===== src/rtl/matrix_mult_seq_ctrl.sv =====
// Sequenced 3x3 constant-matrix x vector multiply, C = A*B, built around one
// shared multiply-accumulate unit stepped over nine cycles per vector.
`timescale 1ns/1ps
module matrix_mult_seq_ctrl #(
  parameter int unsigned input_bit_width  = 4,
  parameter int unsigned output_bit_width = 16,
  parameter logic [output_bit_width-1:0] A00 = 16'd2755,
  parameter logic [output_bit_width-1:0] A01 = 16'd51466,
  parameter logic [output_bit_width-1:0] A02 = 16'd60744,
  parameter logic [output_bit_width-1:0] A10 = 16'd21889,
  parameter logic [output_bit_width-1:0] A11 = 16'd34092,
  parameter logic [output_bit_width-1:0] A12 = 16'd41511,
  parameter logic [output_bit_width-1:0] A20 = 16'd10840,
  parameter logic [output_bit_width-1:0] A21 = 16'd20687,
  parameter logic [output_bit_width-1:0] A22 = 16'd42472
) (
  input  logic                        clk,
  input  logic                        rst_n,
  input  logic                        in_valid,
  output logic                        in_ready,
  input  logic [input_bit_width-1:0]  B0,
  input  logic [input_bit_width-1:0]  B1,
  input  logic [input_bit_width-1:0]  B2,
  output logic                        out_valid,
  input  logic                        out_ready,
  output logic [output_bit_width-1:0] C0,
  output logic [output_bit_width-1:0] C1,
  output logic [output_bit_width-1:0] C2,
  output logic                        busy
);

  localparam int unsigned IW = input_bit_width;
  localparam int unsigned OW = output_bit_width;

  typedef enum logic [1:0] {
    IDLE,
    MAC,
    DONE
  } state_e;

  state_e        state_q, state_d;
  logic [1:0]    row_q, row_d;
  logic [1:0]    col_q, col_d;
  logic [IW-1:0] b0_q, b0_d, b1_q, b1_d, b2_q, b2_d;
  logic [OW-1:0] c0_q, c0_d, c1_q, c1_d, c2_q, c2_d;

  logic [OW-1:0] a_sel;
  logic [IW-1:0] b_sel;
  logic [OW-1:0] b_ext;
  logic [OW-1:0] prod;

  always_comb begin
    a_sel = '0;
    case ({row_q, col_q})
      4'b00_00: a_sel = A00;
      4'b00_01: a_sel = A01;
      4'b00_10: a_sel = A02;
      4'b01_00: a_sel = A10;
      4'b01_01: a_sel = A11;
      4'b01_10: a_sel = A12;
      4'b10_00: a_sel = A20;
      4'b10_01: a_sel = A21;
      4'b10_10: a_sel = A22;
      default:  a_sel = '0;
    endcase
  end

  always_comb begin
    b_sel = '0;
    case (col_q)
      2'd0:    b_sel = b0_q;
      2'd1:    b_sel = b1_q;
      2'd2:    b_sel = b2_q;
      default: b_sel = '0;
    endcase
  end

  // Multiply at accumulator width: the product is truncated mod 2^OW before
  // accumulation, which leaves the modular sum unchanged.
  assign b_ext = OW'(b_sel);
  assign prod  = a_sel * b_ext;

  always_comb begin
    state_d = state_q;
    row_d   = row_q;
    col_d   = col_q;
    b0_d    = b0_q;
    b1_d    = b1_q;
    b2_d    = b2_q;
    c0_d    = c0_q;
    c1_d    = c1_q;
    c2_d    = c2_q;
    case (state_q)
      IDLE: begin
        if (in_valid) begin
          b0_d    = B0;
          b1_d    = B1;
          b2_d    = B2;
          c0_d    = '0;
          c1_d    = '0;
          c2_d    = '0;
          row_d   = '0;
          col_d   = '0;
          state_d = MAC;
        end
      end
      MAC: begin
        case (row_q)
          2'd0:    c0_d = c0_q + prod;
          2'd1:    c1_d = c1_q + prod;
          2'd2:    c2_d = c2_q + prod;
          default: ;
        endcase
        if (col_q == 2'd2) begin
          col_d = '0;
          if (row_q == 2'd2) begin
            row_d   = '0;
            state_d = DONE;
          end else begin
            row_d = row_q + 2'd1;
          end
        end else begin
          col_d = col_q + 2'd1;
        end
      end
      DONE: begin
        if (out_ready) state_d = IDLE;
      end
      default: state_d = IDLE;
    endcase
  end

  always_ff @(posedge clk or negedge rst_n) begin
    if (!rst_n) begin
      state_q <= IDLE;
      row_q   <= '0;
      col_q   <= '0;
      b0_q    <= '0;
      b1_q    <= '0;
      b2_q    <= '0;
      c0_q    <= '0;
      c1_q    <= '0;
      c2_q    <= '0;
    end else begin
      state_q <= state_d;
      row_q   <= row_d;
      col_q   <= col_d;
      b0_q    <= b0_d;
      b1_q    <= b1_d;
      b2_q    <= b2_d;
      c0_q    <= c0_d;
      c1_q    <= c1_d;
      c2_q    <= c2_d;
    end
  end

  assign in_ready  = (state_q == IDLE);
  assign out_valid = (state_q == DONE);
  assign busy      = (state_q != IDLE);
  assign C0        = c0_q;
  assign C1        = c1_q;
  assign C2        = c2_q;

endmodule

===== config.mk =====
export PLATFORM = sky130hd
export DESIGN_NAME = matrix_mult_seq_ctrl
export DESIGN_NICKNAME = d
export VERILOG_FILES = /design/src/rtl/matrix_mult_seq_ctrl.sv
export SDC_FILE = /design/constraint.sdc
export NUM_CORES = 1
export LEC_CHECK = 0
export CAP_MARGIN = 20
export CORE_MARGIN = 5
export CORE_UTILIZATION = 60
export CTS_BUF_LIST = sky130_fd_sc_hd__clkbuf_8
export CTS_CLUSTER_SIZE = 25
export DETAILED_ROUTE_END_ITERATION = 6
export PLACE_DENSITY = 0.84
export SYNTH_ARGS = -nofsm -noshare
export SYNTH_HDL_FRONTEND = slang
export SYNTH_SLANG_ARGS = --single-unit

===== constraint.sdc =====
create_clock -name clk -period 8.25 [get_ports clk]
set_input_delay 2.475 -clock clk [delete_from_list [all_inputs] [get_ports clk]]
set_output_delay 2.475 -clock clk [all_outputs]
set_load 0.1 [all_outputs]

Yosys cells after proc, flatten, opt, wreduce, memory -nomap -nowiden:

Memory sizes are Yosys's and may differ from the RTL's.
Index checks and enable logic that the tools add are counted.

* $add $sub $neg: 5
* $mul: 1
* eq/ne operators: 12
* mux-type cells: 19
* reduce and logical (&&, ||, !) cells: 12

Operators with widths (number)
* $pmux 16 s2: 3
* $mux 16: 4
* $add 16x16->16: 3
* $mul 16x4->16: 1
* $mux 2: 8
* $pmux 4 s3: 1
* $reduce_and 3->1: 4
* $pmux 2 s2: 2
* $eq 2x1->1 const B: 3
* $eq 2x2->1 const B: 3
* $logic_not 2->1: 3
* $ne 2x1->1 const B: 3
* $ne 2x2->1 const B: 3
* $pmux 2 s3: 1
* $add 2x1->2 const B: 2
* $reduce_and 2->1: 2
* $reduce_and 4->1: 1
* $reduce_bool 2->1: 2

* register bits after elaboration: 66
* ROM bits: 256
* output and inout bits: 51
* memories: 1

Memory list
* (no name shown): words 16, width 16, read ports 1, clocked after memory_dff 0, wr ports 0, line 54 `case ({row_q, col_q})`

Depth between registers and ports, before layout:

Gate-level depths: netlist of the first run.

* word-level depth: 6
* mapped depth: 33
* depth with buffers taken out: 32

Worst setup path after synthesis of the first run:

Ideal clock, no wire load.

* path kind: register to register
* start point: reg col_q[0]
* end point: reg c0_q[15] (netlist: C0[15])
* library setup time: 0.124 ns
* arrival: 5.762 ns
* required time: 8.126 ns
* setup slack: 2.364 ns
* stages on the path, launching flop included: 32
* path buffers: 2
* cell sequence: dfrtp_1 -> inv_1 -> ha_1 -> buf_4 -> a222oi_1 -> or2_1 -> clkbuf_1 -> nor2_1 -> fa_1 -> inv_1 -> fa_1 -> inv_1 -> ha_1 -> nor2b_1 -> o21ai_0 -> a21boi_1 -> o21ai_0 -> nand2b_1 -> a21o_1 -> nand2_1 -> a21oi_1 -> nor2_1 -> xnor2_1 -> ha_1 -> a21oi_1 -> inv_1 -> and3_1 -> a21oi_2 -> o21ai_0 -> xnor2_1 -> and3b_1 -> a211o_1

* longest elaborated chain between the ends: 6
* elaborated cells between the ends (all ways): 9
* those cells by class: add/sub: 1; mul: 1; eq/ne: 2; mux: 3; reduce/logical: 1; memory: 1

Ends and longest elaborated chain
* start: declaration: line 43 `logic [1:0] col_q, col_d;`
* start signal: assignment: line 147 `col_q <= col_d;`
* parallel branches: the longest is 2 deep, another holds $mem_v2 16x16
* $mul 16x4->16 *: line 81 `assign prod = a_sel * b_ext;`
* $add 16x16->16 *: line 109 `2'd0: c0_d = c0_q + prod;`
* $mux 16 *: line 108 `case (row_q)`
* $pmux 16 s2 *: line 93 `case (state_q)`
* end signal: assignment: line 141 `c0_q <= '0;`
* end signal: assignment: line 151 `c0_q <= c0_d;`
* end: declaration: line 45 `logic [OW-1:0] c0_q, c0_d, c1_q, c1_d, c2_q, c2_d;`

Every way passes the cells marked *. The select of a mux whose other input is x is not followed.
A chain may end at the register's enable or synchronous reset.

Worst setup path in the final report of the first run:

Same ends and word-level chain as after synthesis.

==> results.md, run 1 <==
* Initial Utilization at between 60 and 70%
* Synth Instances at between 700 and 800
* Finish-stage setup viols at 0
* FF/Latch Area at ~0.0017 mm2
* Antenna Nets Post-Route at 0
* Root Driver: clkbuf_8
* # fillers at between 800 and 900
* Nets@finish at between 800 and 900
* Hold WC Path Type: reg -> reg
* Postcts setup bufs at 0
* Io pins at 67
* Cell Area, Synth at approximately 0.0063 mm2
* CTS H-Tree Depth at 3
* Hold_sp: b2_q[2]
* Critical path type: reg -> reg
* Die width at 113 um
* CTS clk-pin slew, worst paths at about 0.07 ns
* Multi-input logic area at approximately 0.0043 mm2
* Max-slew violations at 0
* Fin crit share at roughly four fifths
* Minimum clock period at ~6.7 ns
* Achievable frequency at 149 MHz
* WHS at 0.493 ns
* Sequential area share after synthesis at about a quarter
* Drt initial violations at 441
* DP Area at a little over 0.007 mm2
* Status: finished, final reports clean
* Hold-fix buffers, CTS at 0
* Core Area at about 0.010 mm2
* Syn-to-layout area delta at 15.2%
* Slew margin rel. at approximately a third
* Fraction of layout cells with a size suffix above 1 at roughly 7.7%
* All-layer global routing usage at 25.1%
* Port bufs at 66
* CTS tree: yes
* Reg2reg end: C0[15]
* Number of synthesized flops with an enable pin at 0
* Cts bufs inserted at 9
* Primary FF master, synth: dfrtp_1
* RSZ-0062 raised after global routing: false
* Crit end category: flop
* Clk Latency, worst-skew pair at 0.35 ns
* Reg-to-reg slack, setup at around 1.5 ns
* Total vias in the final route at approximately 5400
* Final Hold Viols at 0
* Largest net degree at the start of global routing at 67
* Grt ovf at 0
* #FFs+latches synth at 66
* Mapped Avg Cell Area at roughly 8.7 um2
* GP Congestion at ~0.93
* Critical path arrival at between 6 and 7 ns
* First drt pass iteration count at 5
* Initial antenna violation count at 0
* Final Cell Area at 0.00727 mm2
* Row cnt at 37
* Clock Sinks at 66
* DRC Markers at 0
* Setup TNS at 0 ns
* Worst-margin pin slew at slightly below 1 ns
* Syn nets at roughly 830
* Die height at 113 um
* Vias in the first global route at between 5000 and 6000
* Diode count at 0
* Die area at 0.0127 mm2
* Crit start category: flop
* Routed vias/inst at 5.86
* First-pass GRT wire length at roughly 26000 um
* CP required at roughly 8.5 ns
* Max-Cap Viols at 0
* Synth unique cells at 67
* Crit-path max FO at 15
* Post-synth ARST share at 100%
* Total detailed-routing wirelength at between 15000 and 20000 um
* WHS Path Cells at 2
* Drt wl/cell at approximately 17 um
* Worst Clk Skew at between 0.01 and 0.015 ns
* Reg2Reg Launch Point: col_q[0]
* Hold Path End: b2_q[2]
* CTS resizes at 0
* CTS max path bufs at 2
* Yosys Warn Count at 0
* DPL Wire Length at 12100 um
* R2R cell count at 27
==> registers in the layout (all words and copies together), names as in the netlist <==
name,count
C0,16
C1,16
C2,16
b0_q,4
b1_q,4
b2_q,4
col_q,2
row_q,2
state_q,2
==> through the flow <==
stage	utilization (%)	std cells	worst slack, ns
after global placement	68.5	909	1.93
after global routing	70.7	927	1.07
after detailed placement	68.7	911	1.63
after floorplan	-	723	2.36
after CTS	70.7	927	1.61
final	70.7	927	1.55
==> critical path: stages, from the launching register on <==
cell and delay (ns):
dfrtp_1 0.42, inv_1 0.14, ha_1 0.42, a222oi_1 0.19, or2_1 0.44, or2_2 0.40
fa_1 0.56, fa_1 0.45, fa_1 0.44, nor2b_1 0.12, o21ai_0 0.11, a21boi_1 0.20
o21ai_0 0.09, nand2b_1 0.11, a21o_1 0.12, nand2_1 0.07, a21oi_1 0.17, nor2_1 0.07
xnor2_1 0.32, ha_1 0.35, a21oi_1 0.20, inv_1 0.08, and3_1 0.19, a21oi_2 0.16
o21ai_0 0.13, xnor2_1 0.16, and3b_1 0.22, a211o_1 0.23
==> metal layers <==
metal | wire, um | up-vias | global-route usage, %
li1 | - | 2637 | -
met1 | 6700 | 2602 | 32.8
met2 | 7430 | 168 | 42.7
met3 | 893 | 28 | 4.47
met4 | 357 | 0 | 7.61
met5 | 0 | - | 0
==> cells by family after synthesis <==
family,count (synthesis),synth area share [%]
compound gates,181,20.4
xor+xnor,44,6.88
fa+ha+maj,93,21.8
buf+inv,92,6.43
flops,66,26.2
mux,3,0.516
simple gates,244,17.8
==> how the worst max path moves through the flow <==
| stage | slack, ns | cells after the start | endpoint | from |
|---|---|---|---|---|
| 6_report | 1.55 | 27 | C0[15] | col_q[0] |
| 5_1_grt | 1.07 | 27 | C0[15] | col_q[0] |
| 2_1_floorplan | 2.36 | 31 | C0[15] | col_q[0] |
| 3_5_place_dp | 1.63 | 27 | C0[15] | col_q[0] |
| 4_1_cts | 1.61 | 27 | C0[15] | col_q[0] |
| 3_3_place_gp | 1.93 | 27 | C0[15] | col_q[0] |
==> cell usage after synthesis (all sizes together), types with 2 or more instances <==
| cell | number | share of area (%) |
|---|---|---|
| a32o | 4 | 0.63 |
| or3 | 8 | 0.79 |
| a211oi | 4 | 0.48 |
| nand2b | 11 | 1.1 |
| nand3 | 8 | 0.63 |
| and2 | 4 | 0.40 |
| a311o | 2 | 0.32 |
| o211ai | 2 | 0.24 |
| o41ai | 9 | 1.4 |
| nor2 | 84 | 5.2 |
| a222oi | 3 | 0.48 |
| nor2b | 12 | 1.2 |
| xor2 | 11 | 1.5 |
| a21o | 10 | 1.2 |
| o31ai | 6 | 0.71 |
| or2 | 13 | 1.3 |
| fa | 28 | 8.9 |
| nor3 | 9 | 0.71 |
| a21boi | 5 | 0.59 |
| inv | 71 | 4.3 |
| nor4 | 3 | 0.40 |
| a31o | 3 | 0.42 |
| a21oi | 37 | 3.1 |
| a22oi | 3 | 0.36 |
| ha | 65 | 13 |
| a31oi | 10 | 1.2 |
| xnor2 | 32 | 5.0 |
| mux2 | 2 | 0.36 |
| nand2 | 85 | 5.2 |
| o21a | 9 | 1.1 |
| o21ai | 33 | 2.6 |
| buf | 6 | 0.95 |
| and3 | 3 | 0.32 |
| clkbuf | 15 | 1.2 |
| a22o | 31 | 4.3 |
| dfrtp | 66 | 26 |
| a211o | 4 | 0.56 |
| or2b | 3 | 0.36 |
==> cells in the final DEF, fill, tap and decap left out, drive strengths merged, types with 4 or more instances in the layout <==
cell,count
o31ai,6
a22o,31
nor3,9
clkdlybuf4s50,65
a211o,4
a31oi,10
nor2b,12
or3,8
inv,71
o21ai,33
fa,28
xnor2,32
a21boi,5
o21a,9
a32o,4
or2,13
dfrtp,66
buf,8
clkbuf,11
a21oi,37
o41ai,9
and2,4
nand2,85
a21o,10
a211oi,4
nand2b,11
nand3,8
xor2,11
ha,65
nor2,84
==> final cells by class <==
| type | count | area share (%) |
|---|---|---|
| Clock buffer | 11 | 2.08 |
| Clock inverter | 5 | 0.723 |
| Inverter | 71 | 3.70 |
| Multi-Input combinational cell | 565 | 58.6 |
| Sequential cell | 66 | 22.7 |
| Tap cell | 136 | 2.34 |
| Timing Repair Buffer | 73 | 9.85 |
Power of run 1 is not shown: default switching activity piles up to over one toggle a cycle in this logic, so the estimate is an artifact.
==> run 2: changes to the inputs <==
==> constraint.sdc (replaced) <==
create_clock -name clk -period 6.4 [get_ports clk]
set_input_delay 1.92 -clock clk [delete_from_list [all_inputs] [get_ports clk]]
set_output_delay 1.92 -clock clk [all_outputs]
set_load 0.1 [all_outputs]
==> run 2 against run 1 <==
  * Global-route usage increased by 0.25 points
  * Critical path depth decreased by 2
  * Via count increased by 3.3%
  * Setup slack got worse by 1.3 ns
  * Flip-flop and latch count unchanged
  * Clock skew increased by 0.0042 ns
  * Maximum frequency increased by 9.3%
  * Hold slack got worse by 0.0098 ns
  * Largest cell class unchanged
==> results.md, run 2 (synthesis gave the netlist of run 1 again) <==
* Routed vias/inst at 5.99 (+2.1%)
* Fraction of layout cells with a size suffix above 1 at 11.7% (+4.0 points)
* Die area at 0.0127 mm2 (unchanged)
* First drt pass iteration count at 5 (unchanged)
* Cell family with most CP delay: compound AO/OA/AOI/OAI gates
* Max-Cap Viols at 0 (unchanged)
* Slew margin rel. at 33.6% (+0.089 points)
* CP Buf/Inv Count at 2 (unchanged)
* Vias in the first global route at 5705 (+3.8%)
* Post-Place Setup Slack at -0.0116 ns (-1.64 ns)
* DRC Markers at 0 (unchanged)
* First-pass GRT wire length at 26800 um (+1.8%)
* Critical path type: reg -> reg
* Grt ovf at 0 (unchanged)
* RSZ-0062 raised after global routing: false
* Multi-input logic area at 0.00438 mm2 (+3.0%)
* Antenna Nets Post-Route at 0 (unchanged)
* Root Driver: clkbuf_8
* All-layer global routing usage at 25.4% (+0.25 points)
* Critical path arrival at 6.35 ns (-0.58 ns)
* FF/Latch Area at 0.00165 mm2 (+0.15%)
* Max-slew violations at 0 (unchanged)
* Cts bufs inserted at 9 (unchanged)
* Commonest non-fill, non-tap cell in the layout: nand2_1
* Port bufs at 66 (unchanged)
* Hold WC Path Type: reg -> reg
* CP required at 6.62 ns (-1.86 ns)
* Syn-to-layout area delta at 18.8%
* Crit end category: flop
* Die height at 113 um (unchanged)
* Diode count at 0 (unchanged)
* Initial antenna violation count at 0 (unchanged)
* Largest net degree at the start of global routing at 67 (unchanged)
* Row cnt at 37 (unchanged)
* Die width at 113 um (unchanged)
* Fin crit share at 95.8% (+15 points)
* Core Area at 0.0103 mm2 (unchanged)
* Minimum clock period at 6.13 ns (-0.572 ns)
* Worst setup margin at 0.268 ns (-1.28 ns)
* Slowest cell on crit path: fa_1
* Achievable frequency at 163 MHz (+9.3%)
* Clock Sinks at 66 (unchanged)
* GP Congestion at 0.918 (-0.93%)
* Drt initial violations at 333 (-24%)
* Total vias in the final route at 5615 (+3.3%)
* Final Hold Viols at 0 (unchanged)
* Crit-path max cell delay at 0.55 ns (about the same)
* Io pins at 67 (unchanged)
* CTS H-Tree Depth at 3 (unchanged)
* # fillers at 807 (unchanged)
* Crit start category: flop
* Status: finished, final reports clean
* CTS clk-pin slew, worst paths at 0.09 ns (+0.02 ns)
* Clk Latency, worst-skew pair at 0.35 ns (about the same)
* Total detailed-routing wirelength at 16100 um (+4.9%)
* Hold-fix buffers, CTS at 0 (unchanged)
* Finish-stage setup viols at 0 (unchanged)
* Initial Utilization at 61.4% (unchanged)
* DPL Wire Length at 12500 um (+3.3%)
* Commonest cells after routing, fill and taps aside: 81 x nand2_1, 78 x nor2_1, 68 x inv_1
* Crit-path max FO at 10 (-5)
* Drt wl/cell at 17.2 um (+3.7%)
* Worst Clk Skew at 0.0142 ns (+0.00415 ns)
* Nets@finish at 906 (+1.2%)
* CTS tree: yes
* CTS max path bufs at 2 (unchanged)
* Worst-margin pin slew at 0.993 ns (-0.00133 ns)
[run 2: changes by cell type in the layout (fill, tap and decap cells not counted), sizes merged]
cell,before,now
buf,8,19
clkinvlp,1,4
clkbuf,11,9
clkinv,3,1
bufinv,1,2
[run 2: routing by layer]
layer / vias up / wire [um] / global-route usage (%)
li1: 2651 / - / -
met1: 2718 / 6830 / 32.3
met2: 202 / 7940 / 43.9
met3: 44 / 884 / 4.10
met4: 0 / 486 / 8.49
met5: - / 0 / 0
[run 2: worst register-to-register path: stages (launching register included)]
cell and delay [ns]:
dfrtp_2 0.47, inv_2 0.12, ha_4 0.21, nor2b_4 0.21, a21oi_1 0.06, nor2_1 0.12, a21oi_1 0.09, or2_2 0.31
fa_1 0.46, fa_1 0.55, inv_1 0.07, ha_1 0.30, a21o_2 0.22, a211oi_1 0.27, nor2_1 0.14, ha_1 0.24
or3_1 0.38, a311o_1 0.31, a31oi_2 0.23, nor2b_1 0.08, o21a_1 0.23, a21oi_2 0.18, o21ai_0 0.15, xnor2_1 0.17
and3b_1 0.20, a211o_1 0.23
[run 2: final timing paths]
path / start / to / slack, ns / cells past startpoint
max reg2reg: col_q[1] / C0[15] / 0.27 / 25
min reg2reg: b2_q[3] / b2_q[3] / 0.48 / 2
min: b2_q[3] / b2_q[3] / 0.48 / 2
max: col_q[1] / C0[15] / 0.27 / 25
min in group asynchronous: rst_n / C2[12] / 1.76 / 2
max in group asynchronous: rst_n / col_q[0] / 4.02 / 2
[run 2: what timing repair did]
action,CTS,global route
gates resized for setup,2,29
pin swaps,1,5
endpoints found under the setup margin,2,9
endpoints found under the hold margin,0,0
setup buffers,0,2
[run 2: stage by stage]
stage	TNS (ns)	util (%)	instance area, um2	hold WS, ns	instances
4_1_cts	0	71.5	7340	0.483	935
3_5_place_dp	-0.0116	69.2	7120	0.464	919
5_1_grt	0	72.9	7490	0.520	938
6_report	0	72.9	7490	0.483	938
2_1_floorplan	0	-	6310	0.445	723
3_3_place_gp	0	69.2	7120	0.463	919
[run 2: final cells by class]
type | count | share of cell area, %
tap | 136 | 2.27
clock inverter | 7 | 1.27
sequential | 66 | 22.1
timing repair buffer | 84 | 10.6
inverter | 71 | 3.64
clock buffer | 9 | 1.65
multi-input combinational | 565 | 58.5
Power of run 2 is left out for the same reason.
==> run 3: changes to the inputs <==
--- a/config.mk
+++ b/config.mk
@@ -6,7 +6,7 @@
 export NUM_CORES = 1
 export LEC_CHECK = 0
 export CAP_MARGIN = 20
-export CORE_MARGIN = 5
+export CORE_MARGIN = 8
 export CORE_UTILIZATION = 60
 export CTS_BUF_LIST = sky130_fd_sc_hd__clkbuf_8
 export CTS_CLUSTER_SIZE = 25
==> run 3 against run 2 <==
  * The run now ends with DRC left
  * Core utilization shrank 0.66 points
  * Critical path depth grew 5
  * Global-route usage shrank 2.7 points
  * Hold slack gained 0.0060 ns
  * Via count shrank 0.94%
  * Non-clock buffer count shrank 3
  * Clock skew grew 0.0044 ns
  * Die area grew 11%
  * Sequential share of layout area grew 0.22 points
  * Cell area shrank 0.90%
  * Critical endpoint unchanged
==> results.md, run 3 (synthesis gave the netlist of run 1 again) <==
* Diode count at 0 (unchanged)
* Row cnt at 37 (unchanged)
* Drt initial violations at 367 (+10%)
* CTS clk-pin slew, worst paths at 0.09 ns (about the same)
* Root Driver: clkbuf_8
* Io pins at 67 (unchanged)
* First drt pass iteration count at 7 (+2)
* Finish-stage setup viols at 0 (unchanged)
* CTS H-Tree Depth at 3 (unchanged)
* CTS tree: yes
* Nets@finish at 903 (-0.33%)
* Cts bufs inserted at 9 (unchanged)
* Crit start category: flop
* Post-Place Setup Slack at 0.0407 ns (+0.0523 ns)
* Setup TNS at 0 ns (unchanged)
* CTS max path bufs at 2 (unchanged)
* First-pass GRT wire length at 26900 um (+0.44%)
* Clock Sinks at 66 (unchanged)
* GP Congestion at 0.873 (-4.8%)
* Crit-path max FO at 12 (+2)
* Drt wl/cell at 17.1 um (-0.61%)
* Max-Cap Viols at 0 (unchanged)
* Largest net degree at the start of global routing at 67 (unchanged)
* Fraction of layout cells with a size suffix above 1 at 10.6% (-1.1 points)
* Worst-margin pin slew at 0.993 ns (-0.000345 ns)
* Slew margin rel. at 33.6% (about the same)
* Slowest cell on crit path: fa_1
* CP Buf/Inv Count at 5 (+3)
* Fin crit share at 95.1% (-0.75 points)
* CP required at 6.65 ns (+0.03 ns)
* Vias in the first global route at 5627 (-1.4%)
* DRC Markers at 10 (+10)
* Port bufs at 66 (unchanged)
* Commonest non-fill, non-tap cell in the layout: nand2_1
* Final Hold Viols at 0 (unchanged)
* Crit-path max cell delay at 0.52 ns (-0.03 ns)
* Total detailed-routing wirelength at 16000 um (-0.92%)
* Crit end category: flop
* Hold WC Path Type: reg -> reg
* Achievable frequency at 164 MHz (+0.79%)
* DPL Wire Length at 12200 um (-2.4%)
* Syn-to-layout area delta at 17.7%
* Total vias in the final route at 5562 (-0.94%)
* Worst Clk Skew at 0.0186 ns (+0.00444 ns)
* Worst setup margin at 0.316 ns (+0.0479 ns)
* Antenna Nets Post-Route at 0 (unchanged)
* Failing checks: DRC
* Initial Utilization at 61.4% (unchanged)
* Grt ovf at 0 (unchanged)
* Routed vias/inst at 5.95 (-0.63%)
* Minimum clock period at 6.08 ns (-0.0479 ns)
* Critical path type: reg -> reg
* Commonest cells after routing, fill and taps aside: 81 x nand2_1, 80 x nor2_1, 67 x inv_1
* All-layer global routing usage at 22.7% (-2.7 points)
* Core Area at 0.0103 mm2 (unchanged)
* Initial antenna violation count at 0 (unchanged)
* Critical path arrival at 6.33 ns (-0.02 ns)
* Clk Latency, worst-skew pair at 0.35 ns (about the same)
* Cell family with most CP delay: adder cells
* Die area at 0.0141 mm2 (+11%)
* Max-slew violations at 0 (unchanged)
* Die height at 119 um (+5.3%)
* DP Cell Count at 917 (-0.22%)
* Status: finished, violations left
* Die width at 119 um (+5.3%)
* Non-filler instance count after layout at 935 (-0.32%)
[run 3: metal layers]
metal	track usage [%]	wire length [um]
met1	29.0	6890
met3	5.09	1100
met4	7.67	357
met5	0	0
met2	37.3	7640
[run 3: what timing repair did]
action | 4_1_cts | 5_1_grt
endpoints found under the setup margin | 0 | 13
resized for setup | 0 | 19
hold buffers | 0 | 0
buffers inserted | 0 | 1
[run 3: final timing paths]
| check | startpoint | endpoint | slack [ns] | cells after the start |
|---|---|---|---|---|
| min in group asynchronous | rst_n | C2[12] | 1.74 | 2 |
| max reg2reg | col_q[0] | C0[15] | 0.32 | 30 |
| min | b1_q[2] | b1_q[2] | 0.49 | 2 |
| max | col_q[0] | C0[15] | 0.32 | 30 |
| min reg2reg | b1_q[2] | b1_q[2] | 0.49 | 2 |
| max in group asynchronous | rst_n | col_q[1] | 4.01 | 2 |
[run 3: per-stage QoR]
step	cell area, um2	util [%]	hold slack (ns)
after CTS	7330	71.3	0.484
after global routing	7430	72.3	0.502
after global placement	7100	69.1	0.462
final	7430	72.3	0.489
after floorplan	6310	-	0.445
after detailed placement	7100	69.1	0.465
[run 3: area by class of cell]
| type | instances | area (um2) |
|---|---|---|
| tap | 136 | 170 |
| timing repair buffer | 81 | 772 |
| multi-input combinational | 565 | 4330 |
| clock buffer | 10 | 138 |
| sequential | 66 | 1660 |
| inverter | 71 | 269 |
| fill | 786 | 2850 |
| clock inverter | 6 | 88.8 |
[run 3: worst register-to-register path: cells and delay by family, from the launching register on]
family                     cells  cell delay (ns)
DFF                            1             0.43
and+or+nand+nor                8             1.13
AOI/OAI and AO/OA             10             1.78
buffers and inverters          5             0.45
xor gates and xnor gates       2             0.33
adders and majority gates      5             1.87
Power of run 3 is left out for the same reason.
